`config.mk`:
```
export PLATFORM = sky130hd
export DESIGN_NAME = alu_op_sequencer
export DESIGN_NICKNAME = d
export VERILOG_FILES = /design/src/rtl/alu_op_sequencer.sv
export SDC_FILE = /design/constraint.sdc
export NUM_CORES = 1
export LEC_CHECK = 0
export CAP_MARGIN = 20
export CORE_ASPECT_RATIO = 1.2
export CORE_MARGIN = 8
export CORE_UTILIZATION = 45
export CTS_CLUSTER_SIZE = 14
export DETAILED_ROUTE_END_ITERATION = 12
export HOLD_SLACK_MARGIN = 0.02
export MAX_ROUTING_LAYER = met4
export PLACE_DENSITY = 0.81
export SLEW_MARGIN = 30
export SYNTH_ARGS = -nofsm -noshare
export SYNTH_HDL_FRONTEND = slang
export SYNTH_SLANG_ARGS = --single-unit
export TNS_END_PERCENT = 1
```
`constraint.sdc`:
```
create_clock -name clk -period 2.6 [get_ports clk]
set_clock_uncertainty 0.1 [all_clocks]
set_input_delay 0.52 -clock clk [delete_from_list [all_inputs] [get_ports clk]]
set_output_delay 0.52 -clock clk [all_outputs]
set_load 0.03 [all_outputs]
```
`src/rtl/alu_op_sequencer.sv`:
```
// Issues one request to the bit-serial 4-bit ALU and holds the opcode for a full pass.
// It then parks the ALU on the idle opcode and returns the sampled result with a local cross-check.
module alu_op_sequencer #(
    parameter int unsigned HOLD_CYCLES   = 5,
    parameter int unsigned SETTLE_CYCLES = 1
) (
    input  logic       clk,
    input  logic       reset,
    input  logic       req_valid,
    output logic       req_ready,
    input  logic [3:0] req_a,
    input  logic [3:0] req_b,
    input  logic [2:0] req_op,
    output logic [3:0] alu_A,
    output logic [3:0] alu_B,
    output logic [2:0] alu_opCode,
    input  logic [3:0] alu_C,
    input  logic       alu_Carry,
    input  logic       alu_Sign,
    input  logic       alu_Zero,
    output logic       rsp_valid,
    input  logic       rsp_ready,
    output logic [3:0] rsp_c,
    output logic       rsp_carry,
    output logic       rsp_sign,
    output logic       rsp_zero,
    output logic       rsp_mismatch,
    output logic       rsp_illegal,
    output logic       busy
);

    localparam int unsigned CNT_MAX = (HOLD_CYCLES > SETTLE_CYCLES) ? HOLD_CYCLES : SETTLE_CYCLES;
    localparam int unsigned CNT_W   = $clog2(CNT_MAX + 1);

    localparam logic [2:0] OP_IDLE = 3'b000;
    localparam logic [2:0] OP_XOR  = 3'b001;
    localparam logic [2:0] OP_ADD  = 3'b010;
    localparam logic [2:0] OP_AND  = 3'b011;
    localparam logic [2:0] OP_SUB  = 3'b100;

    typedef enum logic [1:0] {IDLE, ISSUE, SETTLE, RESP} state_e;

    state_e             state_q, state_d;
    logic [CNT_W-1:0]   cnt_q, cnt_d;
    logic [3:0]         a_q, a_d, b_q, b_d;
    logic [2:0]         op_q, op_d;
    logic [3:0]         alu_a_q, alu_a_d, alu_b_q, alu_b_d;
    logic [2:0]         alu_op_q, alu_op_d;
    logic               rsp_valid_q, rsp_valid_d;
    logic [3:0]         rsp_c_q, rsp_c_d;
    logic               rsp_carry_q, rsp_carry_d;
    logic               rsp_sign_q, rsp_sign_d;
    logic               rsp_zero_q, rsp_zero_d;
    logic               rsp_mismatch_q, rsp_mismatch_d;
    logic               rsp_illegal_q, rsp_illegal_d;
    logic               req_ready_q, req_ready_d;
    logic               busy_q, busy_d;

    logic [4:0]         sum_w, diff_w;
    logic [3:0]         exp_c;
    logic               exp_carry;
    logic               req_legal;

    // Reference model of the ALU, evaluated on the latched request
    always_comb begin
        sum_w     = {1'b0, a_q} + {1'b0, b_q};
        diff_w    = {1'b0, a_q} - {1'b0, b_q};
        exp_c     = 4'b0000;
        exp_carry = 1'b0;
        case (op_q)
            OP_XOR: exp_c = a_q ^ b_q;
            OP_AND: exp_c = a_q & b_q;
            OP_ADD: begin
                exp_c     = sum_w[3:0];
                exp_carry = sum_w[4];
            end
            OP_SUB: begin
                exp_c     = diff_w[3:0];
                exp_carry = diff_w[4];
            end
            default: ;
        endcase
    end

    assign req_legal = (req_op == OP_XOR) || (req_op == OP_ADD) ||
                       (req_op == OP_AND) || (req_op == OP_SUB);

    always_comb begin
        state_d        = state_q;
        cnt_d          = cnt_q;
        a_d            = a_q;
        b_d            = b_q;
        op_d           = op_q;
        alu_a_d        = alu_a_q;
        alu_b_d        = alu_b_q;
        alu_op_d       = alu_op_q;
        rsp_valid_d    = rsp_valid_q;
        rsp_c_d        = rsp_c_q;
        rsp_carry_d    = rsp_carry_q;
        rsp_sign_d     = rsp_sign_q;
        rsp_zero_d     = rsp_zero_q;
        rsp_mismatch_d = rsp_mismatch_q;
        rsp_illegal_d  = rsp_illegal_q;

        case (state_q)
            IDLE: begin
                if (req_valid) begin
                    a_d  = req_a;
                    b_d  = req_b;
                    op_d = req_op;
                    if (req_legal) begin
                        alu_a_d  = req_a;
                        alu_b_d  = req_b;
                        alu_op_d = req_op;
                        cnt_d    = '0;
                        state_d  = ISSUE;
                    end else begin
                        // Illegal opcode answers immediately without touching the ALU
                        rsp_c_d        = 4'b0000;
                        rsp_carry_d    = 1'b0;
                        rsp_sign_d     = 1'b0;
                        rsp_zero_d     = 1'b0;
                        rsp_mismatch_d = 1'b0;
                        rsp_illegal_d  = 1'b1;
                        rsp_valid_d    = 1'b1;
                        state_d        = RESP;
                    end
                end
            end
            ISSUE: begin
                if (cnt_q == CNT_W'(HOLD_CYCLES - 1)) begin
                    alu_op_d = OP_IDLE;
                    cnt_d    = '0;
                    state_d  = SETTLE;
                end else begin
                    cnt_d = cnt_q + CNT_W'(1);
                end
            end
            SETTLE: begin
                if (cnt_q == CNT_W'(SETTLE_CYCLES - 1)) begin
                    rsp_c_d        = alu_C;
                    rsp_carry_d    = alu_Carry;
                    rsp_sign_d     = alu_Sign;
                    rsp_zero_d     = alu_Zero;
                    rsp_mismatch_d = (alu_C != exp_c) || (alu_Carry != exp_carry) ||
                                     (alu_Sign != exp_c[3]) || (alu_Zero != (exp_c == 4'b0000));
                    rsp_illegal_d  = 1'b0;
                    rsp_valid_d    = 1'b1;
                    cnt_d          = '0;
                    state_d        = RESP;
                end else begin
                    cnt_d = cnt_q + CNT_W'(1);
                end
            end
            RESP: begin
                if (rsp_ready) begin
                    rsp_valid_d = 1'b0;
                    state_d     = IDLE;
                end
            end
            default: state_d = IDLE;
        endcase

        req_ready_d = (state_d == IDLE);
        busy_d      = (state_d != IDLE);
    end

    always_ff @(posedge clk) begin
        if (reset) begin
            state_q        <= IDLE;
            cnt_q          <= '0;
            a_q            <= 4'b0000;
            b_q            <= 4'b0000;
            op_q           <= OP_IDLE;
            alu_a_q        <= 4'b0000;
            alu_b_q        <= 4'b0000;
            alu_op_q       <= OP_IDLE;
            rsp_valid_q    <= 1'b0;
            rsp_c_q        <= 4'b0000;
            rsp_carry_q    <= 1'b0;
            rsp_sign_q     <= 1'b0;
            rsp_zero_q     <= 1'b0;
            rsp_mismatch_q <= 1'b0;
            rsp_illegal_q  <= 1'b0;
            req_ready_q    <= 1'b1;
            busy_q         <= 1'b0;
        end else begin
            state_q        <= state_d;
            cnt_q          <= cnt_d;
            a_q            <= a_d;
            b_q            <= b_d;
            op_q           <= op_d;
            alu_a_q        <= alu_a_d;
            alu_b_q        <= alu_b_d;
            alu_op_q       <= alu_op_d;
            rsp_valid_q    <= rsp_valid_d;
            rsp_c_q        <= rsp_c_d;
            rsp_carry_q    <= rsp_carry_d;
            rsp_sign_q     <= rsp_sign_d;
            rsp_zero_q     <= rsp_zero_d;
            rsp_mismatch_q <= rsp_mismatch_d;
            rsp_illegal_q  <= rsp_illegal_d;
            req_ready_q    <= req_ready_d;
            busy_q         <= busy_d;
        end
    end

    assign req_ready    = req_ready_q;
    assign busy         = busy_q;
    assign alu_A        = alu_a_q;
    assign alu_B        = alu_b_q;
    assign alu_opCode   = alu_op_q;
    assign rsp_valid    = rsp_valid_q;
    assign rsp_c        = rsp_c_q;
    assign rsp_carry    = rsp_carry_q;
    assign rsp_sign     = rsp_sign_q;
    assign rsp_zero     = rsp_zero_q;
    assign rsp_mismatch = rsp_mismatch_q;
    assign rsp_illegal  = rsp_illegal_q;

endmodule
```
# Word level (Yosys, flattened, before mapping)
# Index checks and enable logic that the tools add are counted.
# W data, S select, Z words.
# classes
n_eq_ne	22
n_div	0
n_reduce_logical	21
multipliers	0
mux	38
n_shift	0
addsub	3
bitwise_logic	2
n_lt_le_gt_ge	0
# op_table
cell	n
$mux W3	7
$pmux W4 S4	1
$eq A3 B2 Y1 const B	4
$mux W4	3
$ne A2 B2 Y1 const B	6
$pmux W1 S2	6
$mux W1	11
$mux W2	5
$eq A3 B3 Y1 const B	3
$pmux W3 S3	1
$pmux W2 S4	1
$pmux W4 S2	1
$reduce_and A4 Y1	2
$eq A3 B1 Y1 const B	2
$logic_or A1 B1 Y1	6
$pmux W3 S2	1
$reduce_and A3 Y1	2
$reduce_bool A2 Y1	3
$reduce_bool A3 Y1	2
$add A4 B4 Y5	1
$reduce_and A5 Y1	1
$sub A4 B4 Y5	1
$and A4 B4 Y4	1
$eq A2 B2 Y1 const B	2
10 further kinds	13
# totals
wordCells	103
ram_bits	0
latchBits	0
mem_count	0
regBits	39
output_inout_bits	23
rom_bits	0
inputBits	22

# Depth between registers and ports, before layout
# logic_depth
depth_word	8
ltp_mapped	9
mapped_depth_nobuf	9

# Least setup slack after synthesis
# OpenSTA, ideal clock, no wires.
# synth_timing
path_type	register to register
from	register a_q[0]
to	register rsp_mismatch_q, in the netlist rsp_mismatch
required_ns	2.371
arrival_ns	2.089
path_slack_ns	0.282
period_less_slack_ns	2.318
setup_ns	0.129
path_stages_with_launch	9
n_path_buf	0
path_cell_list	dfxtp_1 ha_1 inv_1 fa_1 nor3_2 or3_1 or4_1 a21oi_1 o21ai_1
# synth_between
elab_chain_cells	8
word_cells_on_any_way	16
cone_classes	2 x add/sub; 4 x eq/ne; 4 x mux; 2 x bitwise; 4 x reduce/logical
# synth_lines
element	line_no	rtl
start, declared	45	logic [3:0] a_q, a_d, b_q, b_d;
start signal, assigned	172	a_q <= 4'b0000;
start signal, assigned	190	a_q <= a_d;
$sub A4 B4 Y5, or another cell as far along	67	diff_w = {1'b0, a_q} - {1'b0, b_q};
$pmux W4 S4 / $pmux W1 S2 (equally long branches)	70	case (op_q)
$ne A4 B4 Y1 / $ne A1 B1 Y1 (equally long branches)	145	rsp_mismatch_d = (alu_C != exp_c) || (alu_Carry != exp_carry) ||
$logic_or A1 B1 Y1 (2 in a row)	145	
$logic_or A1 B1 Y1 (*)	146	(alu_Sign != exp_c[3]) || (alu_Zero != (exp_c == 4'b0000));
$mux W1 (*)	140	if (cnt_q == CNT_W'(SETTLE_CYCLES - 1)) begin
$pmux W1 S2 (*)	105	case (state_q)
end signal, assigned	201	rsp_mismatch_q <= rsp_mismatch_d;
end, declared	54	logic rsp_mismatch_q, rsp_mismatch_d;
# Every way passes the cells marked *; elsewhere a longest branch is shown, timed or not. The select of a mux whose other input is x is not followed.
# A chain may end at the register's enable or synchronous reset.

# Worst setup path after layout
# layout_timing
from	register a_q[1]
to	register rsp_mismatch_q, in the netlist rsp_mismatch
# The elaborated chain is that of the path after synthesis.

==> results.py <==
metrics = {
    "run_status": {
        "status": "finished, final reports clean",
    },
    "cts": {
        "clock_tree_from_tritoncts": "built",
        "clock_tree_root_driver_cell": "sky130_fd_sc_hd__clkbuf_8",
        "numCtsBuffers": 5,
        "cts_num_sinks": 39,
        "clock_slew_at_the_register_clock_pins_of_the_worst_setup_and_hold_paths_ns": 0.08,
        "h_tree_levels": 2,
        "clock_insertion_delay_worst_skew_ns": 0.29,
        "cts.path.max_buffers": 2,
    },
    "route": {
        "drt-pass1-iter-count": 4,
        "dr_total_vias": 1976,
        "dr_wl_cell_um": 14.1,
        "routed_wl_mm": 5.18,
        "drcViolationCount": 0,
        "via_to_cell_ratio": 5.40,
        "drt_iter0_drc": 112,
        "detail-route-antenna-nets": 0,
    },
    "synthesis": {
        "compound_gate_fraction_of_synth_area": 0.184,
        "synth_top_area_share": 0.362,
        "syn-num-nets": 300,
        "post_synthesis_adder_cell_area_fraction": 0.0998,
        "synth_top_family_by_area": "simple AND/OR/NAND/NOR gates",
        "synth.avg_cell_area_um2": 8.23,
        "yosys_warnings": 0,
        "synth.mux.area_fraction": 0.0510,
        "synth-simple-area-share": 0.217,
        "cell_types_occupying_the_most_area_after_synthesis": "sky130_fd_sc_hd__dfxtp_1, sky130_fd_sc_hd__ha_1, sky130_fd_sc_hd__nand2_1",
        "async_flop_share": 0,
        "ys.flop_type": "sky130_fd_sc_hd__dfxtp_1",
        "synth-edff-count": 0,
        "synthXorXnorAreaFrac": 0.0244,
        "synth_seq_cells": 39,
        "synthTopCellsByCount": "sky130_fd_sc_hd__dfxtp_1, sky130_fd_sc_hd__nand2_1, sky130_fd_sc_hd__nor2_1",
        "synth_cell_type_count": 52,
        "yosys.cell_count.top_type": "sky130_fd_sc_hd__dfxtp_1",
        "postSynthCellCount": 262,
        "netlist_area_um2": 2160,
        "yosys.area.top_type": "sky130_fd_sc_hd__dfxtp_1",
        "proportion_of_synthesized_chip_area_in_sequential_cells": 0.362,
    },
    "setup_path": {
        "worst-setup-path-type": "register to register",
        "start_kind": "register",
        "crit_start": "a_q[1]",
        "endpoint_class_of_the_critical_path": "register",
        "worstPathArrival_ns": 2.55,
        "required_ns": 2.68,
        "critical_path_peak_fanout": 4,
        "reg2reg_from": "a_q[1]",
    },
    "sta": {
        "final.min_clock_period_ns": 2.48,
        "finalHoldViolCount": 0,
        "timing.hold.ws_ns": 0.373,
        "final_period_utilization": 0.952,
        "timing_worst_slew_pin_value_ns": 0.481,
        "worst_slack_ns": 0.124,
        "setup_viol_count_final": 0,
        "final_max_slew_viol_count": 0,
        "worst_slew_margin_rel": 0.675,
        "fmax_ghz": 0.404,
        "totalNegativeSetupSlack_ns": 0,
    },
    "grt": {
        "number_of_antenna_violations_at_the_first_check_in_global_routing": 0,
        "wire_length_of_the_first_global_routing_pass_mm": 8.56,
        "number_of_global_route_vias_before_repair": 1906,
        "grt_max_degree": 27,
        "global_route.usage.total": 0.144,
        "grt_remaining_overflow": 0,
    },
    "place": {
        "post_dp_cell_area_um2": 2640,
        "buffer_ports.inserted": 44,
        "dp_cell_count": 357,
        "detailedPlacementHpwl_mm": 3.87,
        "pre_cts_slack_ns": 0.0489,
        "finalWeightedCongestion": 0.859,
    },
    "min_path": {
        "worst_hold_startpoint": "rsp_illegal",
        "timing.hold.worst.class": "register to register",
    },
    "floorplanning": {
        "die_y_um": 91.8,
        "dieWidth_um": 79.2,
        "start_util": 0.469,
        "core_area_um2": 4590,
        "std_cell_rows": 27,
        "die_area_um2": 7270,
        "ios": 45,
    },
    "power": {
        "power.leakage_nw": 1.13,
        "p_per_area_nw_per_um2": 820,
        "p_total_mw": 2.27,
        "max-vdd-ir-drop_v": 0.000500,
    },
    "finish": {
        "final_non_filler_cell_total": 366,
        "stdcell_area_um2": 2780,
        "flow.area_growth_from_synthesis_pct": 28.7,
        "finalNetCount": 346,
        "layout-drive-gt1-share": 0.0812,
        "final_core_util": 0.604,
        "n_diodes": 0,
    },
    "run": {
        "drv_cap": 0,
    },
}
-- layout by cell type (no fill, tap or decap), types with 3 or more instances in the layout --
master,netlist,routed
sky130_fd_sc_hd__a21oi_1,19,19
sky130_fd_sc_hd__a22oi_1,11,11
sky130_fd_sc_hd__buf_4,1,6
sky130_fd_sc_hd__clkbuf_8,0,5
sky130_fd_sc_hd__clkdlybuf4s50_1,0,44
sky130_fd_sc_hd__dfxtp_1,39,37
sky130_fd_sc_hd__ha_1,14,14
sky130_fd_sc_hd__inv_1,18,18
sky130_fd_sc_hd__mux2i_1,11,11
sky130_fd_sc_hd__nand2_1,35,35
sky130_fd_sc_hd__nand2b_1,4,4
sky130_fd_sc_hd__nand3_1,4,4
sky130_fd_sc_hd__nor2_1,30,30
sky130_fd_sc_hd__nor2b_1,4,4
sky130_fd_sc_hd__nor3_1,4,4
sky130_fd_sc_hd__o21ai_0,12,12
sky130_fd_sc_hd__xnor2_1,3,3
sky130_fd_sc_hd__xor2_1,3,3
-- final timing paths --
| kind | to | slack, ns | depth (start not counted) |
|---|---|---|---|
| worst min-delay path | rsp_illegal | 0.37 | 2 |
| worst max register to register | rsp_mismatch | 0.12 | 7 |
| worst max-delay path | rsp_mismatch | 0.12 | 7 |
| worst min register to register | rsp_illegal | 0.37 | 2 |
-- repair_timing --
| item | 4_1_cts | 5_1_grt |
|---|---|---|
| resized for setup | 0 | 5 |
| hold buffers | 0 | 0 |
| setup endpoints to repair | 0 | 1 |
| setup buffers | 0 | 2 |
-- routing by layer --
metal  share of wire  wire length [um]  vias to the layer above  track usage
met2            0.50              2600                       44        0.239
met1            0.45              2310                      931        0.165
li1                -                 -                      992            -
met5               0                 0                        -            -
met3           0.032               166                        9       0.0313
met4           0.018                95                        0       0.0542
-- cell type report --
class,instances,area [um^2]
Inverter,19,71.3
Sequential cell,39,783
Tap cell,58,72.6
Timing Repair Buffer,50,485
Clock buffer,5,68.8
Clock inverter,2,37.5
Multi-Input combinational cell,193,1260
Fill cell,438,1820
-- cells by family (layout without fill, tap and decap cells) --
group / after synthesis / count (layout)
and+or+nand+nor: 98 / 98
adders and majority gates: 16 / 16
buffers and inverters: 30 / 76
AOI/OAI and AO/OA: 62 / 62
xor gates and xnor gates: 6 / 6
muxes: 11 / 11
DFF: 39 / 39
-- flip-flops by register name (all words and copies together) (netlist names) --
signal        count
alu_B             4
b_q               4
req_ready         1
rsp_zero          1
cnt_q             3
state_q           2
rsp_carry         1
alu_A             4
a_q               4
op_q              3
rsp_illegal       1
rsp_valid         1
rsp_mismatch      1
busy              1
alu_opCode        3
rsp_sign          1
rsp_c             4
-- power breakdown --
group | internal (mW) | switching (mW)
clock | 0.280 | 0.211
sequential | 0.703 | 0.0803
combinational | 0.411 | 0.589
-- critical path, cell delays in order, from the launching register on --
cell,delay [ns]
sky130_fd_sc_hd__dfxtp_1,0.43
sky130_fd_sc_hd__inv_1,0.13
sky130_fd_sc_hd__fa_2,0.58
sky130_fd_sc_hd__nor4b_1,0.07
sky130_fd_sc_hd__or3_1,0.39
sky130_fd_sc_hd__or4_1,0.47
sky130_fd_sc_hd__a21oi_1,0.14
sky130_fd_sc_hd__o21ai_1,0.08
Note: power is estimated with default switching activity, not from simulation.
